===== src/rtl/reg_dump_unit.sv =====
// reg_dump_unit
// Sequential read-out engine for the register file. A start pulse accepted in
// IDLE latches an inclusive address range [first_addr, last_addr] (wrapping
// modulo 2**D). The unit then walks that range. For each entry it drives
// rd_addr, snapshots rd_data into an output register and offers it on a
// valid/ready stream. It keeps a running XOR checksum of every accepted word.
//
// Ports:
//   CLK, RST_N          clock, asynchronous active-low reset
//   start               dump request, sampled only in IDLE
//   first_addr          first register of the range (latched on start)
//   last_addr           last register of the range, inclusive (latched on start)
//   rd_addr / rd_data   combinational read port of the register file
//   out_valid/out_ready entry stream handshake
//   out_data/out_addr   captured entry and its address
//   busy                high in CAPTURE, SEND and DONE
//   done                one-cycle pulse at the end of a dump
//   checksum            XOR of all accepted out_data words of the current/last dump
//   dbg_state           current FSM state, for observation only
//
// Handshake: an entry is transferred on every rising CLK edge where out_valid
// and out_ready are both high. While out_valid is high and no transfer has
// happened, out_data and out_addr stay stable. out_valid never drops
// without a transfer, except on reset.
module reg_dump_unit #(
  parameter int W = 8,
  parameter int D = 3
) (
  input  logic         CLK,
  input  logic         RST_N,
  input  logic         start,
  input  logic [D-1:0] first_addr,
  input  logic [D-1:0] last_addr,
  output logic [D-1:0] rd_addr,
  input  logic [W-1:0] rd_data,
  output logic         out_valid,
  input  logic         out_ready,
  output logic [W-1:0] out_data,
  output logic [D-1:0] out_addr,
  output logic         busy,
  output logic         done,
  output logic [W-1:0] checksum,
  output logic [1:0]   dbg_state
);

  typedef enum logic [1:0] {
    S_IDLE    = 2'd0,
    S_CAPTURE = 2'd1,
    S_SEND    = 2'd2,
    S_DONE    = 2'd3
  } state_t;

  state_t       state_q, state_d;
  logic [D-1:0] cur_addr_q, cur_addr_d;
  logic [D-1:0] end_addr_q, end_addr_d;
  logic [W-1:0] out_data_q, out_data_d;
  logic [D-1:0] out_addr_q, out_addr_d;
  logic [W-1:0] checksum_q, checksum_d;

  always_ff @(posedge CLK or negedge RST_N) begin
    if (!RST_N) begin
      state_q    <= S_IDLE;
      cur_addr_q <= '0;
      end_addr_q <= '0;
      out_data_q <= '0;
      out_addr_q <= '0;
      checksum_q <= '0;
    end else begin
      state_q    <= state_d;
      cur_addr_q <= cur_addr_d;
      end_addr_q <= end_addr_d;
      out_data_q <= out_data_d;
      out_addr_q <= out_addr_d;
      checksum_q <= checksum_d;
    end
  end

  always_comb begin
    state_d    = state_q;
    cur_addr_d = cur_addr_q;
    end_addr_d = end_addr_q;
    out_data_d = out_data_q;
    out_addr_d = out_addr_q;
    checksum_d = checksum_q;
    case (state_q)
      S_IDLE: begin
        if (start) begin
          cur_addr_d = first_addr;
          end_addr_d = last_addr;
          checksum_d = '0;
          state_d    = S_CAPTURE;
        end
      end
      S_CAPTURE: begin
        // Snapshot, so later register-file writes cannot alter the offered word.
        out_data_d = rd_data;
        out_addr_d = cur_addr_q;
        state_d    = S_SEND;
      end
      S_SEND: begin
        if (out_ready) begin
          checksum_d = checksum_q ^ out_data_q;
          // The end is detected by equality, so first==last is a single entry.
          // The +1 wraps naturally at 2**D.
          if (cur_addr_q == end_addr_q) begin
            state_d = S_DONE;
          end else begin
            cur_addr_d = cur_addr_q + D'(1);
            state_d    = S_CAPTURE;
          end
        end
      end
      S_DONE: begin
        state_d = S_IDLE;
      end
      default: begin
        state_d = S_IDLE;
      end
    endcase
  end

  // rd_addr follows cur_addr in every state, so the shared read mux sees no glitch.
  assign rd_addr   = cur_addr_q;
  assign out_valid = (state_q == S_SEND);
  assign out_data  = out_data_q;
  assign out_addr  = out_addr_q;
  assign busy      = (state_q != S_IDLE);
  assign done      = (state_q == S_DONE);
  assign checksum  = checksum_q;
  assign dbg_state = state_q;

endmodule


===== config.mk =====
export PLATFORM = sky130hd
export DESIGN_NAME = reg_dump_unit
export DESIGN_NICKNAME = d
export VERILOG_FILES = /design/src/rtl/reg_dump_unit.sv
export SDC_FILE = /design/constraint.sdc
export NUM_CORES = 1
export LEC_CHECK = 0
export BUFFER_PORTS_ARGS = -buffer_cell sky130_fd_sc_hd__buf_2
export CAP_MARGIN = 20
export CORE_MARGIN = 1.5
export CORE_UTILIZATION = 40
export CTS_CLUSTER_DIAMETER = 40
export DETAILED_ROUTE_END_ITERATION = 12
export GPL_TIMING_DRIVEN = 1
export PLACE_DENSITY_LB_ADDON = 0.05
export SYNTH_ARGS = -nofsm -noshare
export SYNTH_HDL_FRONTEND = slang
export SYNTH_SLANG_ARGS = --single-unit

===== constraint.sdc =====
create_clock -name CLK -period 1.5 [get_ports CLK]
set_clock_uncertainty 0.15 [all_clocks]
set_input_delay 0 -clock CLK [delete_from_list [all_inputs] [get_ports CLK]]
set_output_delay 0 -clock CLK [all_outputs]
set_load 0.005 [all_outputs]

==> results.md, run 1 <==
- Status: complete, but fails checks
- Failing checks: DRC, setup timing
- Path type of the worst min-delay path: input port to async pin
- Clock Path Buffers: 2
- Pin count of the biggest net entering global routing: 28
- Syn Nets: 120
- Final slew viol count: 0
- Via Count: 1011
- Beginning of the critical path: end_addr_q[1]
- Worst slew margin: 61.0%
- Area contributors post-synth: dfrtp_1 (56%), mux2_2 (14%), xor2_1 (6.5%)
- Total GRT Usage: between 15 and 20%
- H-tree depth: 1
- TritonCTS Sinks: 27
- Worst-Skew Late Latency: between 300 and 400 ps
- Mean area per synthesized cell: 12.0 um2
- Max-Cap Viols: 0
- Distinct cells, synth: 24
- Root Buffer: clkbuf_4
- Slowest CP cell: dfrtp_1
- Share of layout cells above drive strength 1: 51.1%
- Die Y: 58.0 um
- Initial cell density of the core: 43.1%
- Total wire length: about 2.7 mm
- IO Pins: between 40 and 50
- Critical Path Source Type: flop
- Final Hold Fails: 0
- Peak VDD IR: 1000 uV
- Vias in the first global route: roughly 1000
- CP Max Fanout: 2
- Drt first pass iters: 9
- Pwr Density: 1870 mW/mm2
- Top FF cell, synth: dfrtp_1
- Initial antenna violation count: 0
- Mapped Cells: ~100
- Final WS setup: -61.3 ps
- Share of the synthesized area in the top cell type: 55.9%
- CTS Buf Count: 3
- Row count: 19
- Ant diodes: 0
- Global route overflow: 0
- Max Fclk: 640 MHz
- Setup CP Type: flop to flop
- DP Area: between 0.0015 and 0.002 mm2
- Dpl hpwl: between 1.5 and 2 mm
- Post-synth top area cell: dfrtp_1
- Die area: 0.00336 mm2
- Leakage: around 0.9 nW
- Worst path cell trace: xnor2_1 -> nand2_1 -> o31ai_4 -> mux2_2
- Worst EP required: ~1600 ps
- Async set-reset flop share out of synthesis: between 90% and 100%
- Clock transition at path regs: 140 ps
- Synthesized cell area: 0.00121 mm2
- Antenna Nets Post-Route: 0
- Post-synth EDFFs: 0
- Sequential area share after synthesis: 55.9%
- #FFs+latches synth: 27
- Multi-input gate area: 562 um2
- Min Clock Period, post-route: 1560 ps
- Final setup viols: 4
- R2R depth: 4
- Register Area: 678 um2
- CP max stage delay: 420 ps
- CP Capture Type: flop
- Final period util: 104%
- I/O Buffers: 44
- R2R setup slack: -60 ps
- CTS tree: yes
- Synth top cells by count: dfrtp_1 (27), mux2_2 (15), nand2_1 (14), nor2_1 (9), xor2_1 (9)
- Die span in x: 58.0 um
- NumNets Final: 196
- Fill cells: 225
- DRC Markers: 5
- Placer Congestion: approximately 0.86
- DR vias/cell: between 4 and 5
- RSZ-0062 raised after global routing: true
- First-pass GRT wire length: roughly 4.3 mm
- Data arrival, critical path: 1630 ps
- Synth Warn #: 0
- Setup TNS: -196 ps
- Min Hold Slack: 46.1 ps
- Design area: 0.00181 mm2
- Reg-to-reg endpoint: rd_addr[2]
- Iter 0 DRT Violations: 21
- Core Box Area: 0.00281 mm2
- Count leader, synth: dfrtp_1
- Worst reg2reg startpoint: end_addr_q[1]
- DR WL/cell: 13.1 um
- Synth-to-layout area growth: 50.1%
- Worst slew pin tran: 584 ps
-- area by class of cell --
class                           instances  area share (%)
Clock buffer                            4            1.45
Inverter                                3           0.759
Timing Repair Buffer                   73            27.3
Sequential cell                        27            37.4
Tap cell                               31            2.14
Multi-Input combinational cell         69            31.0
-- report_power, final --
group	switching (W)	total, W	internal (W)
sequential	0.000261	0.00133	0.00107
clock	0.000198	0.000302	0.000104
combinational	0.000752	0.00176	0.00101
total	0.00121	0.00339	0.00217
-- layer usage --
metal  track usage, %  part of all wire [%]
met4             4.98                  0.44
met5                0                     0
met1             22.1                    43
met2             29.1                    52
met3             2.01                   4.0
-- worst max-delay path: cells and delay by family, from the launching register on --
family	cells	cell delay, ps
and+or+nand+nor	1	120
DFF	1	420
muxes	1	360
xor gates and xnor gates	1	160
AOI/OAI and AO/OA	1	260
-- layout by cell type, fill, tap and decap left out, types with 2 or more instances in the layout --
master | Yosys | final
and2b_4 | 0 | 2
xor2_1 | 9 | 9
o21ai_1 | 0 | 2
nor2_4 | 1 | 2
mux2_2 | 15 | 14
buf_6 | 0 | 4
inv_1 | 3 | 2
o21ai_0 | 4 | 2
nand2_1 | 14 | 13
dfrtp_1 | 27 | 25
clkbuf_4 | 0 | 3
dfrtp_2 | 0 | 2
nor2_1 | 9 | 8
buf_4 | 1 | 8
buf_2 | 2 | 44
dlygate4sd3_1 | 0 | 17
xnor2_1 | 3 | 3
-- stage by stage --
stage / setup slack, ps / instances / utilization [%] / total power [W]
final: -61.3 / 207 / 64.7 / 0.00339
after global routing: -134 / 207 / 64.7 / 0.00365
after CTS: -76.6 / 206 / 62.8 / 0.00329
after detailed placement: -67.7 / 183 / 55.0 / 0.00288
after global placement: -36.1 / 183 / 55.0 / 0.00283
after floorplan: -45.7 / 101 / - / 0.00218
-- cells by family after synthesis --
kind of cell | after synthesis | synth area share (%)
AO/OA/AOI/OAI | 7 | 4.24
AND/OR/NAND/NOR | 32 | 12.9
XOR/XNOR | 12 | 8.70
multiplexers | 16 | 14.8
adder cells (fa/ha/maj) | 1 | 1.04
flip-flops | 27 | 55.9
buffers and inverters | 6 | 2.38
-- worst max-delay path by stage --
stage | to | slack [ps] | cells past startpoint
after global placement | end_addr_q[2] | -40 | 3
after CTS | rd_addr[1] | -80 | 4
after floorplan | rd_addr[1] | -50 | 4
final | rd_addr[2] | -60 | 4
after global routing | rd_addr[1] | -130 | 4
after detailed placement | end_addr_q[2] | -70 | 3
-- flip-flops by register name, summed over array words and instances, names as in the netlist --
name,cells
rd_addr,3
out_addr,3
end_addr_q,3
out_data,8
checksum,8
dbg_state,2
-- repair_timing --
action | CTS | global route
pin swaps | 1 | 5
gates resized for setup | 6 | 13
gates cloned | 0 | 1
hold buffers | 17 | 0
endpoints found under the setup margin | 18 | 19
setup buffers | 2 | 1
hold endpoints to repair | 43 | 0
Power figures use the tool's default switching activity.
==> run 2: changes to the inputs <==
- CTS_BUF_LIST: not set -> sky130_fd_sc_hd__clkbuf_16
==> run 2 against run 1 <==
  * The run still ends with DRC, setup timing left
  * Combinational power about the same
  * Via count fell by 0.59%
  * Flip-flop and latch count did not move
  * Maximum frequency increased by 0.55%
  * Critical path type unchanged
==> results.md, run 2 (synthesis results as in run 1) <==
- DRC Markers: 5
- Share of layout cells above drive strength 1: between 50% and 60%
- Final period util: 104%
- DR WL/cell: around 13 um
- Fill cells: between 200 and 250
- Util after Layout: 66.3%
- NumNets Final: 196
- CTS tree: yes
- Most common cell after layout, fill and taps aside: buf_2
- Ant diodes: 0
- Antenna Nets Post-Route: 0
- DR vias/cell: ~4.9
- GRT busiest layer: met2
- Setup CP Type: flop to flop
- Clock Path Buffers: 2
- CP max stage delay: approximately 470 ps
- Failing checks: DRC, setup timing
- Worst-Skew Late Latency: 250 ps
- Initial cell density of the core: 43.1%
- Placer Congestion: about 0.86
- Hold Crit Depth: 4
- Total GRT Usage: 16.9%
- Met3 Usage GRT: 2.68%
- R2R setup slack: -50 ps
- CP Max Fanout: 8
- Initial antenna violation count: 0
- Status: complete, but fails checks
- Pin count of the biggest net entering global routing: 28
- IO Pins: between 40 and 50
- Bufs and invs on worst path: 0
- R2R depth: 3
- Iter 0 DRT Violations: 32
- I/O Buffers: 44
- Data arrival, critical path: about 1600 ps
- Design area: 0.00186 mm2
- Max-Cap Viols: 0
- Peak VDD IR: 931 uV
- Final WS setup: -52.8 ps
- Most frequent cells in the layout: buf_2 (44), dfrtp_1 (25), dlygate4sd3_1 (16)
- Leakage: 0.927 nW
- WHS Endpoint: rd_addr[0]
- Synth-to-layout area growth: 53.9%
- H-tree depth: 1
- Core Box Area: 0.00281 mm2
- Clock transition at path regs: 60 ps
- Vias in the first global route: 970
- Final slew viol count: 0
- Root Buffer: clkbuf_16
- Final Hold Fails: 0
- Die area: 0.00336 mm2
- Worst EP required: 1490 ps
- Routing usage on met2: 29.2%
- Die span in x: 58.0 um
- Worst slew pin tran: 580 ps
- Worst slew margin: 61.3%
- CTS Buf Count: 3
- First-pass GRT wire length: around 4.3 mm
- Slowest CP cell: dfrtp_2
- DP Area: 0.00154 mm2
- M1 GR Usage: 22.0%
- Hold path startpoint: first_addr[0]
- TritonCTS Sinks: 27
- Reg-to-reg endpoint: end_addr_q[2]
- Final setup viols: 4
- Delay-heaviest family, CP: flip-flops
- Worst path cell trace: or2_4 -> nor2_4 -> mux2_2
- Critical Path Source Type: flop
- Path type of the worst min-delay path: input port to flop
- Die Y: 58.0 um
- Min Clock Period, post-route: 1550 ps
- Worst reg2reg startpoint: dbg_state[0]
- RSZ-0062 raised after global routing: true
- CP Capture Type: flop
- Row count: 19
- Dpl hpwl: roughly 1.9 mm
- Total wire length: between 2 and 3 mm
- Global route overflow: 0
- Pwr Density: 1970 mW/mm2
- Max Fclk: between 600 and 700 MHz
- Via Count: 1005
- Drt first pass iters: 9
==> run 2: cell count changes in the layout (fill, tap and decap cells not counted) <==
cell / delta
clkbuf_16: +3
clkbuf_4: -3
buf_4: +2
inv_1: +2
and2b_2: +1
and2b_4: -1
buf_6: -1
clkbuf_1: -1
dlygate4sd3_1: -1
inv_4: -1
o21ai_1: -1
o21ai_2: +1
==> run 2: stage by stage <==
step | total power (W) | setup TNS [ps] | instances | worst slack, ps | hold slack, ps
after floorplan | 0.00218 | -91.4 | 101 | -45.7 | -446
after global placement | 0.00283 | -147 | 183 | -36.1 | -117
after detailed placement | 0.00288 | -541 | 183 | -67.7 | -109
after CTS | 0.00357 | -131 | 205 | -60.7 | 8.08
after global routing | 0.00392 | -385 | 207 | -115 | 74.2
final | 0.00366 | -143 | 207 | -52.8 | 31.0
==> run 2: worst max-delay path by stage <==
stage                        startpoint       endpoint  cells after the start
final                      dbg_state[0]  end_addr_q[2]                      3
after global routing      end_addr_q[2]     rd_addr[1]                      4
after CTS                 end_addr_q[1]     rd_addr[1]                      4
after detailed placement   dbg_state[0]  end_addr_q[2]                      3
after global placement     dbg_state[1]  end_addr_q[2]                      3
after floorplan              rd_addr[2]     rd_addr[1]                      4
==> run 2: cell type report <==
type / instances / area (um2) / area share, %
inverters: 3 / 11.3 / 0.605
repair buffers: 73 / 489 / 26.3
flip-flops and latches: 27 / 678 / 36.4
multi-input cells: 69 / 564 / 30.3
clock inverters: 1 / 3.75 / 0.202
well taps: 31 / 38.8 / 2.08
clock buffers: 3 / 75.1 / 4.03
==> run 2: power breakdown <==
part	leakage (nW)	total [W]	switching, W	internal, W
logic	0.555	0.00175	0.000748	0.000997
registers	0.330	0.00133	0.000264	0.00107
clock network	0.0423	0.000582	0.000226	0.000356
==> run 2: repair_timing <==
item	in CTS	in global routing
hold buffers	16	0
gates resized for setup	5	11
hold endpoints to repair	42	0
setup buffers	2	1
pin swaps	1	4
endpoints found under the setup margin	17	16
cloned	0	1
==> run 2: worst min-delay path: cells and delay by family <==
family	cells	cell delay, ps
AO/OA/AOI/OAI	1	60
buffers and inverters	1	80
AND/OR/NAND/NOR	2	250
==> run 2: layer usage <==
| metal | wire length [um] | part of all wire (%) | vias to the layer above |
|---|---|---|---|
| met4 | 10 | 0.37 | 0 |
| met3 | 116 | 4.3 | 2 |
| met5 | 0 | 0 | - |
| met2 | 1340 | 50 | 28 |
| met1 | 1210 | 45 | 489 |
| li1 | - | - | 486 |
